[config.mk]
export PLATFORM = sky130hd
export DESIGN_NAME = if_fetch_stage_flat
export DESIGN_NICKNAME = d
export VERILOG_FILES = /design/src/rtl/if_fetch_stage_if.sv /design/src/rtl/if_fetch_stage.sv /design/src/flat_wrapper.sv
export SDC_FILE = /design/constraint.sdc
export NUM_CORES = 1
export LEC_CHECK = 0
export BUFFER_PORTS_ARGS = -buffer_cell sky130_fd_sc_hd__buf_2
export CAP_MARGIN = 15
export CORE_UTILIZATION = 46
export CTS_BUF_LIST = sky130_fd_sc_hd__clkbuf_4 sky130_fd_sc_hd__clkbuf_8
export CTS_CLUSTER_DIAMETER = 50
export CTS_CLUSTER_SIZE = 8
export DETAILED_ROUTE_END_ITERATION = 8
export PLACE_DENSITY = 0.77
export SLEW_MARGIN = 15
export SYNTH_ARGS = -nofsm -noshare
export SYNTH_HDL_FRONTEND = slang
export SYNTH_SLANG_ARGS = --single-unit
[constraint.sdc]
create_clock -name clk -period 2.35 [get_ports clk]
set_clock_uncertainty 0.2 [all_clocks]
set_input_delay 0.47 -clock clk [delete_from_list [all_inputs] [get_ports clk]]
set_output_delay 0.47 -clock clk [all_outputs]
set_load 0.03 [all_outputs]
[src/rtl/if_fetch_stage_if.sv]
// Instruction-side SRAM-like port: a request handshake (req/addr_ok) followed by one data return (data_ok).
interface if_fetch_stage_if;
    logic        inst_req;
    logic [31:0] inst_addr;
    logic        inst_addr_ok;
    logic        inst_data_ok;
    logic [31:0] inst_rdata;

    modport master (output inst_req, inst_addr, input inst_addr_ok, inst_data_ok, inst_rdata);
    modport slave  (input inst_req, inst_addr, output inst_addr_ok, inst_data_ok, inst_rdata);
endinterface

[src/rtl/if_fetch_stage.sv]
// MIPS IF stage: one outstanding fetch, one-entry IF buffer, and the valid/allowin producer towards ID.
module if_fetch_stage #(
    parameter logic [31:0] RESET_PC = 32'hBFC00000
) (
    input  logic             clk,
    input  logic             resetn,
    input  logic             ID_allowin,
    input  logic             ID_PCSrc,
    input  logic [31:0]      ID_PCBranch,
    if_fetch_stage_if.master inst,
    output logic             IF_to_ID_valid,
    output logic [31:0]      PC,
    output logic [31:0]      next_PC,
    output logic [31:0]      ins_reg,
    output logic             IF_adef
);
    typedef enum logic [1:0] {REQ, WAIT, HOLD} state_t;

    state_t      state, state_nxt;
    logic        br_pending;
    logic [31:0] br_target;
    logic [31:0] fetch_target;
    logic        misaligned;
    logic        handoff;
    logic        br_leave;

    assign misaligned     = |PC[1:0];
    assign handoff        = IF_to_ID_valid & ID_allowin;
    assign br_leave       = ID_PCSrc & ID_allowin;
    assign next_PC        = PC + 32'd4;
    assign inst.inst_addr = PC;

    // The buffer always holds the delay slot of whatever branch sits in ID, so a
    // redirect is applied on the handoff that follows it; a live branch beats a captured one.
    always_comb begin
        if (br_leave)        fetch_target = ID_PCBranch;
        else if (br_pending) fetch_target = br_target;
        else                 fetch_target = next_PC;
    end

    always_ff @(posedge clk) begin
        if (!resetn) state <= REQ;
        else         state <= state_nxt;
    end

    always_comb begin
        state_nxt      = state;
        inst.inst_req  = 1'b0;
        IF_to_ID_valid = 1'b0;
        case (state)
            REQ: begin
                if (misaligned) begin
                    state_nxt = HOLD;
                end else begin
                    inst.inst_req = 1'b1;
                    if (inst.inst_addr_ok) state_nxt = WAIT;
                end
            end
            WAIT: begin
                if (inst.inst_data_ok) state_nxt = HOLD;
            end
            HOLD: begin
                IF_to_ID_valid = 1'b1;
                if (ID_allowin) state_nxt = REQ;
            end
            default: state_nxt = REQ;
        endcase
    end

    always_ff @(posedge clk) begin
        if (!resetn) begin
            PC         <= RESET_PC;
            ins_reg    <= 32'd0;
            IF_adef    <= 1'b0;
            br_pending <= 1'b0;
            br_target  <= 32'd0;
        end else begin
            // A misaligned PC never reaches memory; it becomes a bubble-free adef entry.
            if (state == REQ && misaligned) begin
                ins_reg <= 32'd0;
                IF_adef <= 1'b1;
            end
            if (state == WAIT && inst.inst_data_ok) begin
                ins_reg <= inst.inst_rdata;
                IF_adef <= 1'b0;
            end
            if (handoff) PC <= fetch_target;
            if (br_leave && !handoff) begin
                br_pending <= 1'b1;
                br_target  <= ID_PCBranch;
            end else if (handoff) begin
                br_pending <= 1'b0;
            end
        end
    end
endmodule

[src/flat_wrapper.sv]
// flat-port wrapper written by rule: the top's interface ports become plain ports
module if_fetch_stage_flat 
#(
    parameter logic [31:0] RESET_PC = 32'hBFC00000
)
  (clk, resetn, ID_allowin, ID_PCSrc, ID_PCBranch, IF_to_ID_valid, PC, next_PC, ins_reg, IF_adef, inst_inst_req, inst_inst_addr, inst_inst_addr_ok, inst_inst_data_ok, inst_inst_rdata);
  if_fetch_stage_if inst_i ();
  input  logic clk;
  input  logic resetn;
  input  logic ID_allowin;
  input  logic ID_PCSrc;
  input  logic [31:0] ID_PCBranch;
  output logic IF_to_ID_valid;
  output logic [31:0] PC;
  output logic [31:0] next_PC;
  output logic [31:0] ins_reg;
  output logic IF_adef;
  output wire logic [$bits(inst_i.inst_req)-1:0] inst_inst_req;
  output wire logic [$bits(inst_i.inst_addr)-1:0] inst_inst_addr;
  input wire logic [$bits(inst_i.inst_addr_ok)-1:0] inst_inst_addr_ok;
  input wire logic [$bits(inst_i.inst_data_ok)-1:0] inst_inst_data_ok;
  input wire logic [$bits(inst_i.inst_rdata)-1:0] inst_inst_rdata;
  assign inst_inst_req = inst_i.inst_req;
  assign inst_inst_addr = inst_i.inst_addr;
  assign inst_i.inst_addr_ok = inst_inst_addr_ok;
  assign inst_i.inst_data_ok = inst_inst_data_ok;
  assign inst_i.inst_rdata = inst_inst_rdata;
  if_fetch_stage #(.RESET_PC(RESET_PC)) u_core (.clk(clk), .resetn(resetn), .ID_allowin(ID_allowin), .ID_PCSrc(ID_PCSrc), .ID_PCBranch(ID_PCBranch), .inst(inst_i), .IF_to_ID_valid(IF_to_ID_valid), .PC(PC), .next_PC(next_PC), .ins_reg(ins_reg), .IF_adef(IF_adef));
endmodule
# Word-level counts from Yosys, hierarchy flattened

Cells that the tools add are included.

Bits of input ports: 70
Flip-flop bits (word level): 100
Output and inout port bits: 131

Reductions and logical operators: 10
Muxes and demuxes: 14
$add $sub $neg: 1
Bitwise operators: 3
Eq/ne operators: 5

Operator list:

| operator                                              | count |
|---|---|
| two-way mux 32 bit                                    | 4 |
| adder 32 x 3 -> 32 bit, second input constant         | 1 |
| two-way mux 2 bit                                     | 4 |
| one-hot mux 2 bit (3 select lines)                    | 1 |
| two-way mux 1 bit                                     | 5 |
| inequality test 2 bit, second input constant          | 2 |
| nonzero test 2 bit                                    | 2 |
| OR reduction 2 bit                                    | 2 |
| logical AND 1 bit                                     | 3 |
| inequality test 3 x 2 -> 1 bit, second input constant | 1 |
| AND reduction 3 bit                                   | 1 |
| AND 1 bit                                             | 2 |
| equality test 2 x 1 -> 1 bit, second input constant   | 1 |
| equality test 2 bit, second input constant            | 1 |
| zero test 2 bit                                       | 1 |
| zero test 1 bit                                       | 1 |
| NOT 1 bit                                             | 1 |

# Longest topological paths before layout

Gate-level depths: netlist of the first run.

Depth in word-level cells: 6
Mapped depth: 8
Depth with buffers taken out: 6

# Worst setup path after synthesis of the first run

Ideal clock, no wire load.

Path kind: flip-flop to output port
Start: reg u_core.PC[3]
End: out next_PC[28]
Arrival time: 2,447 ps
Slack: -767 ps
Stages on the path, launching flop included: 7
Path through: dfxtp_1 > ha_1 > nand4_2 > or3_1 > clkbuf_2 > or4_4 > xnor2_1

Longest elaborated chain between the ends: 1

Ends and longest elaborated chain:

| element                | line                 | text |
|---|---|---|
| from (decl)            | if_fetch_stage.sv:12 | `output logic [31:0] PC,` |
| from (signal assigned) | if_fetch_stage.sv:87 | `if (handoff) PC <= fetch_target;` |
| adder 32 x 3 -> 32 bit | if_fetch_stage.sv:30 | `assign next_PC = PC + 32'd4;` |
| to (decl)              | flat_wrapper.sv:15   | `output logic [31:0] next_PC;` |

No other way between the ends.

# Worst setup path in the final report of the first run

Start: reg u_core.PC[6]
End: out next_PC[27]

The elaborated chain is that of the path after synthesis.

==> results of run 1 <==
layout by cell type, fill, tap and decap left out, drive strengths merged, types with 4 or more instances in the layout:
master	synthesis	final
buf	36	315
dfxtp	100	100
nand2	99	99
a21oi	63	63
nor2	63	63
a22oi	33	33
o21ai	28	28
nand3	24	24
xnor2	21	21
inv	14	15
clkbuf	46	12
and3	9	9
o221a	9	9
nor3	9	9
nand4	8	8
a31oi	6	6
a221o	6	6
or4	6	6
xor2	6	6
mux2i	5	5
nand2b	4	4
nand3b	4	4
a21o	4	4
a211oi	4	4
nor4	4	4
cell families after synthesis:
family	synth area share [%]
compound gates	22.40
fa+ha+maj	0.2437
mux	0.9752
simple gates	23.14
flops	39.01
buf+inv	9.629
xor+xnor	4.608
worst register-to-register path: cells and delay by family, from the launching register on:
kind	cells	cell delay, ns
compound gates	2	0.47
fa+ha+maj	1	0.15
buf+inv	2	0.26
flops	1	0.37
simple gates	3	0.95
power groups by stage:
stage	clock network (W)	logic [W]	registers, W
global route	0.00123	0.000731	0.00181
finish	0.00115	0.000682	0.00180
global placement	0	0.000627	0.00183
CTS	0.00116	0.000663	0.00180
detailed placement	0	0.000642	0.00184
floorplan	0	0.000339	0.00191
final timing paths:
kind / to / slack (ns) / startpoint
setup / recovery: next_PC[27] / -0.52 / u_core.PC[6]$_SDFFE_PN0P_
hold / removal: u_core.br_target[25]$_SDFFE_PN0P_ / 0.15 / ID_PCBranch[25]
setup reg to reg: u_core.PC[28]$_SDFFE_PN1P_ / -0.15 / u_core.PC[2]$_SDFFE_PN0P_
hold reg to reg: u_core.br_target[0]$_SDFFE_PN0P_ / 0.26 / u_core.br_target[0]$_SDFFE_PN0P_
layer usage:
layer	track usage, %	part of all wire [%]	up-vias
li1	-	-	2756
met1	36.94	40	2847
met2	51.51	50	339
met3	4.479	7.7	39
met4	12.23	2.5	2
met5	0	0.072	-
per-stage QoR:
stage	TNS [ns]	cells	setup WS (ns)	power, W	hold WS (ns)
after floorplan	-1.076	654	-0.2538	0.002244	0.2311
after global placement	-0.4025	997	-0.1222	0.002460	0.2372
after detailed placement	-0.5565	997	-0.1425	0.002480	0.2440
after CTS	-6.955	1029	-0.4944	0.003625	0.1346
after global routing	-10.42	1043	-0.6008	0.003774	0.1445
final	-8.153	1043	-0.5238	0.003630	0.1471
layout make-up:
| class | instances | area (µm²) | share of cell area, % |
|---|---|---|---|
| repair buffers | 315 | 2157 | 27.65 |
| well taps | 140 | 175.2 | 2.246 |
| multi-input cells | 457 | 3161 | 40.52 |
| clock inverters | 4 | 47.55 | 0.6096 |
| inverters | 15 | 56.30 | 0.7218 |
| flip-flops and latches | 100 | 2044 | 26.21 |
| clock buffers | 12 | 158.9 | 2.037 |
timing repair:
| action | CTS | global route |
|---|---|---|
| setup endpoints to repair | 26 | 31 |
| gates resized for setup | 98 | 30 |
| setup buffers | 16 | 16 |
| pin swaps | 19 | 25 |
==> out/metrics.yaml, run 1 <==
power_density_nw_per_um2: 465.4
p_sw_share_pct: 29.25
clk_pin_slew_ns: 0.10
cp.depth: 7
cpMaxStageDelayCell: "nor4_4"
p_comb_share_pct: 18.8
holdBufCountCts: 0
finish.utilization_pct: 71.95
grt_use_total_pct: 29.83
crit_path_max_fanout: 4
grt_max_degree: 35
async_reset_ff_share_pct: 0
vias: 5983
hold_path.class: "in2reg"
dr.pass1.iters: 5
design_area_um2: 7800
drt_iter0_markers: 463
grt_pass1_vias: 5608
synth_top_area_cell: "dfxtp_1"
fill_cells: 761
tritoncts: "built"
cts_buffers: 9
synth_area_leaders: "dfxtp_1 (39%), nand2_1 (7.2%), a21oi_1 (6.1%)"
hold_depth: 3
fmax_mhz: 348.0
coreArea_um2: 10840
path_delay_family: "simple AND/OR/NAND/NOR gates"
grt_overflow_total: 0
io_pins: 201
seqPwrFrac_pct: 49.7
cpPeakStageDelay_ns: 0.43
cts_root_buf: "clkbuf_8"
cpMostUsedCell: "buf_6"
setup-violations-final: 30
areaGrowthSynthToFinish_pct: 51.97
status: "finished with violations"
synth_ff_type: "dfxtp_1"
crit_buf_inv: 3
ys_ff_latch: 100
fin_crit_sh_pct: 122.3
cap_violations: 0
slew_viol_final: 0
cts.sinks: 100
clockBufferDepth: 2
synth_nets: 725
irDropWorstVdd_v: 0.0003593
cp_data_arrival_time_ns: 2.20
yosysMostFrequentCell: "dfxtp_1"
antenna_cells: 0
drc_errors: 0
syn-cell-area_um2: 5132
yosysSeqAreaShare_pct: 39.01
p_int_w: 0.002568
dpl.hpwl_mm: 11.97
die_area_um2: 11580
fp-row-count: 38
min_period_ns: 2.874
synth_warnings: 0
crit_required_ns: 1.68
wl_per_cell_um: 17.30
p_sw_w: 0.001062
worstSetupPathType: "reg2out"
violations: "negative setup slack"
insertion_delay_ns: 0.36
slew-limit-headroom_pct: 68.27
fin_ws_ns: -0.5238
drt_wl_total_mm: 18.05
reg2reg_depth: 8
die_w_um: 107.6
antenna_found_initial: 1
hold_viol_final: 0
die_height_um: 107.6
synth_enable_flop_cells: 0
dpl_cell_area_um2: 6799
synth_top_area_share_pct: 39.01
syn_area_per_cell_um2: 7.848
cp-start-kind: "register"
leakage_nw: 3.613
viasPerCell: 5.736
layout.nets: 969
worst_slew_pin_slew_ns: 0.4752
p_clk_share_pct: 31.6
rsz0062_at_grt: "true"
start_util_pct: 47.35
endpoint_kind: "output pin"
antenna_left: 0
io_buffers: 200
netlist-cell-type-count: 56
postSynthCellCount: 654
gp_congestion: 0.9126
htreeDepth: 3
grt_first_pass_wirelength_mm: 27.24
synth_top_cells_by_count: "dfxtp_1 (100), nand2_1 (99), a21oi_1 (63), nor2_1 (63), clkbuf_1 (45)"
path_cells: "nand3_4 -> buf_6 -> nor4_4 -> buf_4 -> nand4b_1 -> xnor2_2 -> buf_6"
layout-drive-gt1-share_pct: 47.18
No activity file was read; power rests on OpenSTA's default activity.
==> run 2: changes to the inputs <==
BUFFER_PORTS_ARGS = not set   (was -buffer_cell sky130_fd_sc_hd__buf_2)
CORE_UTILIZATION = 60   (was 46)
DONT_BUFFER_PORTS = 1   (was not set)
PLACE_DENSITY = 0.87   (was 0.77)
==> run 2 against run 1 <==
Against the previous run: global-route usage grew 7.0 points; non-clock buffer count shrank 176; critical endpoint is now next_PC[15]; highest routed layer is now met4; critical path type unchanged; the run still ends with negative setup slack left; total power shrank 5.8%; register-to-register slack lost 0.05 ns; design area shrank 12%; sequential cell count is the same.
==> out/metrics.yaml, run 2 (synthesized netlist as in run 1, its figures left out) <==
min_period_ns: 2.902
antenna_found_initial: 0
violations: "negative setup slack"
crit_required_ns: 1.68
layout-drive-gt1-share_pct: 34.53
areaGrowthSynthToFinish_pct: 34.25
leakage_nw: 2.841
setup-violations-final: 29
fin_crit_sh_pct: 123.5
holdBufCountCts: 0
clockBufferDepth: 2
p_comb_share_pct: 15.0
hold_end: "u_core.br_target[13]$_SDFFE_PN0P_"
drc_errors: 0
fin_ws_ns: -0.5523
min_from: "ID_PCBranch[13]"
final_common_cell: "buf_4"
gp_congestion: 0.9554
grt_max_degree: 47
cts_root_buf: "clkbuf_8"
reg2reg_to: "u_core.PC[15]$_SDFFE_PN0P_"
antenna_cells: 0
pre_cts_slack_ns: -0.07191
p_sw_share_pct: 31.93
seqPwrFrac_pct: 54.1
drt_wl_total_mm: 18.67
die_height_um: 94.49
hold_path.class: "in2reg"
hold_depth: 2
die_area_um2: 8928
vias: 5546
insertion_delay_ns: 0.37
layout.nets: 793
fp-row-count: 33
cp-start-kind: "register"
io_pins: 201
die_w_um: 94.49
grt_first_pass_wirelength_mm: 25.21
final_cell_mix: "buf_4 (97), nand2_1 (93), dfxtp_1 (80)"
irDropWorstVdd_v: 0.0004590
grt_pass1_vias: 4897
wl_per_cell_um: 22.44
regToRegSetupSlack_ns: -0.20
viasPerCell: 6.666
dr.pass1.iters: 9
slew-limit-headroom_pct: 64.38
htreeDepth: 3
p_int_w: 0.002328
slew_viol_final: 0
cts.sinks: 100
drt_iter0_markers: 812
status: "finished with violations"
dpl.hpwl_mm: 11.05
cap_violations: 0
hold_viol_final: 0
power_density_nw_per_um2: 496.3
start_util_pct: 62.15
rsz0062_at_grt: "true"
clk_pin_slew_ns: 0.11
worstSetupPathType: "reg2out"
endpoint_kind: "output pin"
p_clk_share_pct: 30.9
fmax_mhz: 344.6
fin_cells: 832
reg2reg_depth: 9
tritoncts: "built"
io_buffers: 0
cp_data_arrival_time_ns: 2.23
coreArea_um2: 8258
antenna_left: 0
place_inst: 774
grt_use_total_pct: 36.80
worst_slew_pin_slew_ns: 0.5302
p_sw_w: 0.001092
cts_buffers: 9
crit_path_max_fanout: 6
grt_overflow_total: 0
r2r-start: "u_core.PC[11]$_SDFFE_PN0P_"
run 2: layout make-up:
type	count	area (µm²)
multi-input combinational	457	3233
sequential	100	2047
fill	444	1368
timing repair buffer	139	1240
tap	105	131.4
clock buffer	9	123.9
clock inverter	7	58.81
inverter	15	56.30
run 2: how the worst max path moves through the flow:
stage                             end  slack, ns                  startpoint
final                     next_PC[15]      -0.55  u_core.PC[11]$_SDFFE_PN0P_
after detailed placement  next_PC[28]      -0.07   u_core.PC[2]$_SDFFE_PN0P_
after CTS                 next_PC[31]      -0.44  u_core.PC[15]$_SDFFE_PN0P_
after floorplan           next_PC[28]      -0.25   u_core.PC[2]$_SDFFE_PN0P_
after global placement    next_PC[27]      -0.06   u_core.PC[3]$_SDFFE_PN0P_
after global routing      next_PC[29]      -0.60   u_core.PC[7]$_SDFFE_PN0P_
run 2: routing by layer:
metal | wire [µm] | vias up | GRT usage, %
met4 | 980 | 0 | 17.68
met3 | 2099 | 107 | 6.361
met2 | 8758 | 501 | 60.27
li1 | - | 2398 | -
met5 | 0 | - | 0
met1 | 6830 | 2540 | 46.96
run 2: metrics by stage:
stage                     total power [W]  area (µm²)  hold slack, ns  utilization, %  TNS [ns]
after CTS                        0.003380        6544         0.01803           79.24    -5.311
final                            0.003420        6890         0.01842           83.44    -9.002
after global routing             0.003538        6890        0.008284           83.44    -10.75
after detailed placement         0.002352        5819          0.2431           70.47   -0.4566
after floorplan                  0.002244        5395          0.2311               -    -1.076
after global placement           0.002332        5819          0.2362           70.47   -0.3358
run 2: critical path, stage by stage, from the launching register on:
cell	delay, ns
dfxtp_2	0.38
nand2_4	0.08
buf_6	0.12
nor4_4	0.35
buf_4	0.18
buf_6	0.14
nand4_1	0.19
xnor2_1	0.23
buf_4	0.19
run 2: power by group through the flow:
stage	Clock, W	Sequential [W]	Combinational, W
2_1_floorplan	0	0.00191	0.000339
3_3_place_gp	0	0.00188	0.000453
3_5_place_dp	0	0.00188	0.000469
4_1_cts	0.00105	0.00185	0.000487
5_1_grt	0.00113	0.00186	0.000547
6_report	0.00106	0.00185	0.000513
run 2: timing repair:
action	in CTS	in global routing
pin swaps	18	30
endpoints found under the setup margin	27	35
buffers inserted	24	19
gates resized for setup	72	48
==> run 3: changes to the inputs <==
CELL_PAD_IN_SITES_DETAIL_PLACEMENT = 1   (was not set)
CELL_PAD_IN_SITES_GLOBAL_PLACEMENT = 2   (was not set)
CORE_UTILIZATION = 32   (was 60)
PLACE_DENSITY = 0.85   (was 0.87)
==> run 3 against run 2 <==
Against the previous run: the run still ends with negative setup slack left; register-to-register slack gained 0.12 ns; clock-buffer cell count up 1; worst hold slack lost 0.014 ns; die area is 85% higher; via count down 3.3%; global-route usage down 13 points; non-clock buffer count increased by 8; design area is 3.2% higher; combinational power is 8.4% higher; sequential power barely moved; critical path type unchanged; largest cell class unchanged.
==> out/metrics.yaml, run 3 (synthesized netlist as in run 1, its figures left out) <==
setup_tns_ns: -8.962
io_pins: 201
drc_errors: 0
r2r-start: "u_core.PC[10]$_SDFFE_PN0P_"
clk_pin_slew_ns: 0.11
cts_root_buf: "clkbuf_8"
vias: 5364
die_area_um2: 16550
coreArea_um2: 15430
fmax_mhz: 344.4
power_density_nw_per_um2: 519.3
wl_per_cell_um: 21.67
viasPerCell: 5.670
fp-row-count: 45
slew_viol_final: 0
worst_slew_pin_slew_ns: 0.4587
multi_input_area_um2: 3184
dpl_cell_area_um2: 5987
min_period_ns: 2.904
antenna_cells: 0
die_w_um: 128.6
hold_end: "u_core.br_target[21]$_SDFFE_PN0P_"
hold_depth: 2
areaGrowthSynthToFinish_pct: 38.59
worstSetupPathType: "reg2out"
leakage_nw: 2.812
layout-drive-gt1-share_pct: 31.97
cap_violations: 0
grt_pass1_vias: 5465
status: "finished with violations"
design_area_um2: 7113
drt_wl_total_mm: 20.50
finish.utilization_pct: 46.11
start_util_pct: 33.27
fin_cells: 946
fin_crit_sh_pct: 123.6
layout.nets: 801
dpl.hpwl_mm: 13.50
grt_first_pass_wirelength_mm: 30.06
grt_overflow_total: 0
fill_cells: 1817
fin_ws_ns: -0.5537
regToRegSetupSlack_ns: -0.08
cp_data_arrival_time_ns: 2.23
crit_path_max_fanout: 4
seq_area_um2: 2053
antenna_found_initial: 0
cts.sinks: 100
irDropWorstVdd_v: 0.0002605
grt_max_degree: 70
reg2reg_depth: 6
tritoncts: "built"
cpMostUsedCell: "or4_4"
place_inst: 883
min_from: "ID_PCBranch[21]"
endpoint_kind: "output pin"
final_common_cell: "nand2_1"
die_height_um: 128.6
reg2reg_to: "u_core.PC[30]$_SDFFE_PN0P_"
insertion_delay_ns: 0.39
setup-violations-final: 28
hold_viol_final: 0
htreeDepth: 3
slew-limit-headroom_pct: 69.33
cpMaxStageDelayCell: "or4_4"
hold_path.class: "in2reg"
io_buffers: 0
gp_congestion: 0.9104
cp-start-kind: "register"
clockBufferDepth: 2
cts_buffers: 9
finalPower_w: 0.003694
cpPeakStageDelay_ns: 0.50
violations: "negative setup slack"
path_cells: "nand2_1 -> or4_4 -> or4_4 -> xnor2_4"
final_cell_mix: "nand2_1 (95), buf_4 (90), dfxtp_1 (79)"
dr.pass1.iters: 6
crit_required_ns: 1.68
rsz0062_at_grt: "true"
drt_iter0_markers: 332
antenna_left: 0
grt_use_total_pct: 23.67
[run 3: changes by cell type in the layout (fill, tap and decap cells not counted), sizes merged]
| cell | before | now |
|---|---|---|
| buf | 139 | 127 |
| bufinv | 0 | 2 |
| clkbuf | 9 | 10 |
| clkinv | 5 | 1 |
| clkinvlp | 0 | 2 |
| dlygate4sd3 | 0 | 20 |
| inv | 17 | 16 |
[run 3: stage by stage]
step	setup slack, ns	hold slack, ns
after floorplan	-0.2538	0.2311
after global placement	-0.07225	0.2378
after detailed placement	-0.1193	0.2499
after CTS	-0.5116	0.0007107
after global routing	-0.6335	-0.006812
final	-0.5537	0.004575
[run 3: layout make-up]
cell class	count	area share, %
well taps	211	3.712
inverters	15	0.7916
clock inverters	6	1.214
clock buffers	10	1.935
repair buffers	147	18.72
multi-input cells	457	44.77
flip-flops and latches	100	28.87
[run 3: worst max-delay path: cells and delay by family, from the launching register on]
kind          cells  cell delay [ns]
xor+xnor          1             0.27
flops             1             0.38
simple gates      3             1.19
[run 3: metal layers]
layer	vias up	global-route usage, %	wire length [µm]
met4	0	10.31	861
li1	2419	-	-
met5	-	0	0
met3	61	6.029	1364
met2	252	41.37	10080
met1	2632	27.30	8194
[run 3: worst max-delay path by stage]
stage,startpoint,end,slack [ns],depth (start not counted)
finish,u_core.PC[10]$_SDFFE_PN0P_,next_PC[30],-0.55,4
global route,u_core.PC[10]$_SDFFE_PN0P_,next_PC[30],-0.63,4
CTS,u_core.PC[15]$_SDFFE_PN0P_,next_PC[31],-0.51,5
detailed placement,u_core.PC[2]$_SDFFE_PN0P_,next_PC[28],-0.12,5
global placement,u_core.PC[2]$_SDFFE_PN0P_,next_PC[28],-0.07,5
floorplan,u_core.PC[2]$_SDFFE_PN0P_,next_PC[28],-0.25,6
[run 3: repair_timing]
item,4_1_cts,5_1_grt
setup endpoints to repair,27,30
pin swaps,22,28
endpoints found under the hold margin,20,2
resized for setup,61,44
buffers inserted,15,15
hold buffers,18,2
[run 3: power breakdown]
part	internal (W)	switching [W]
clock	0.000628	0.000662
sequential	0.00175	0.0000969
combinational	0.000200	0.000356
total	0.00258	0.00111
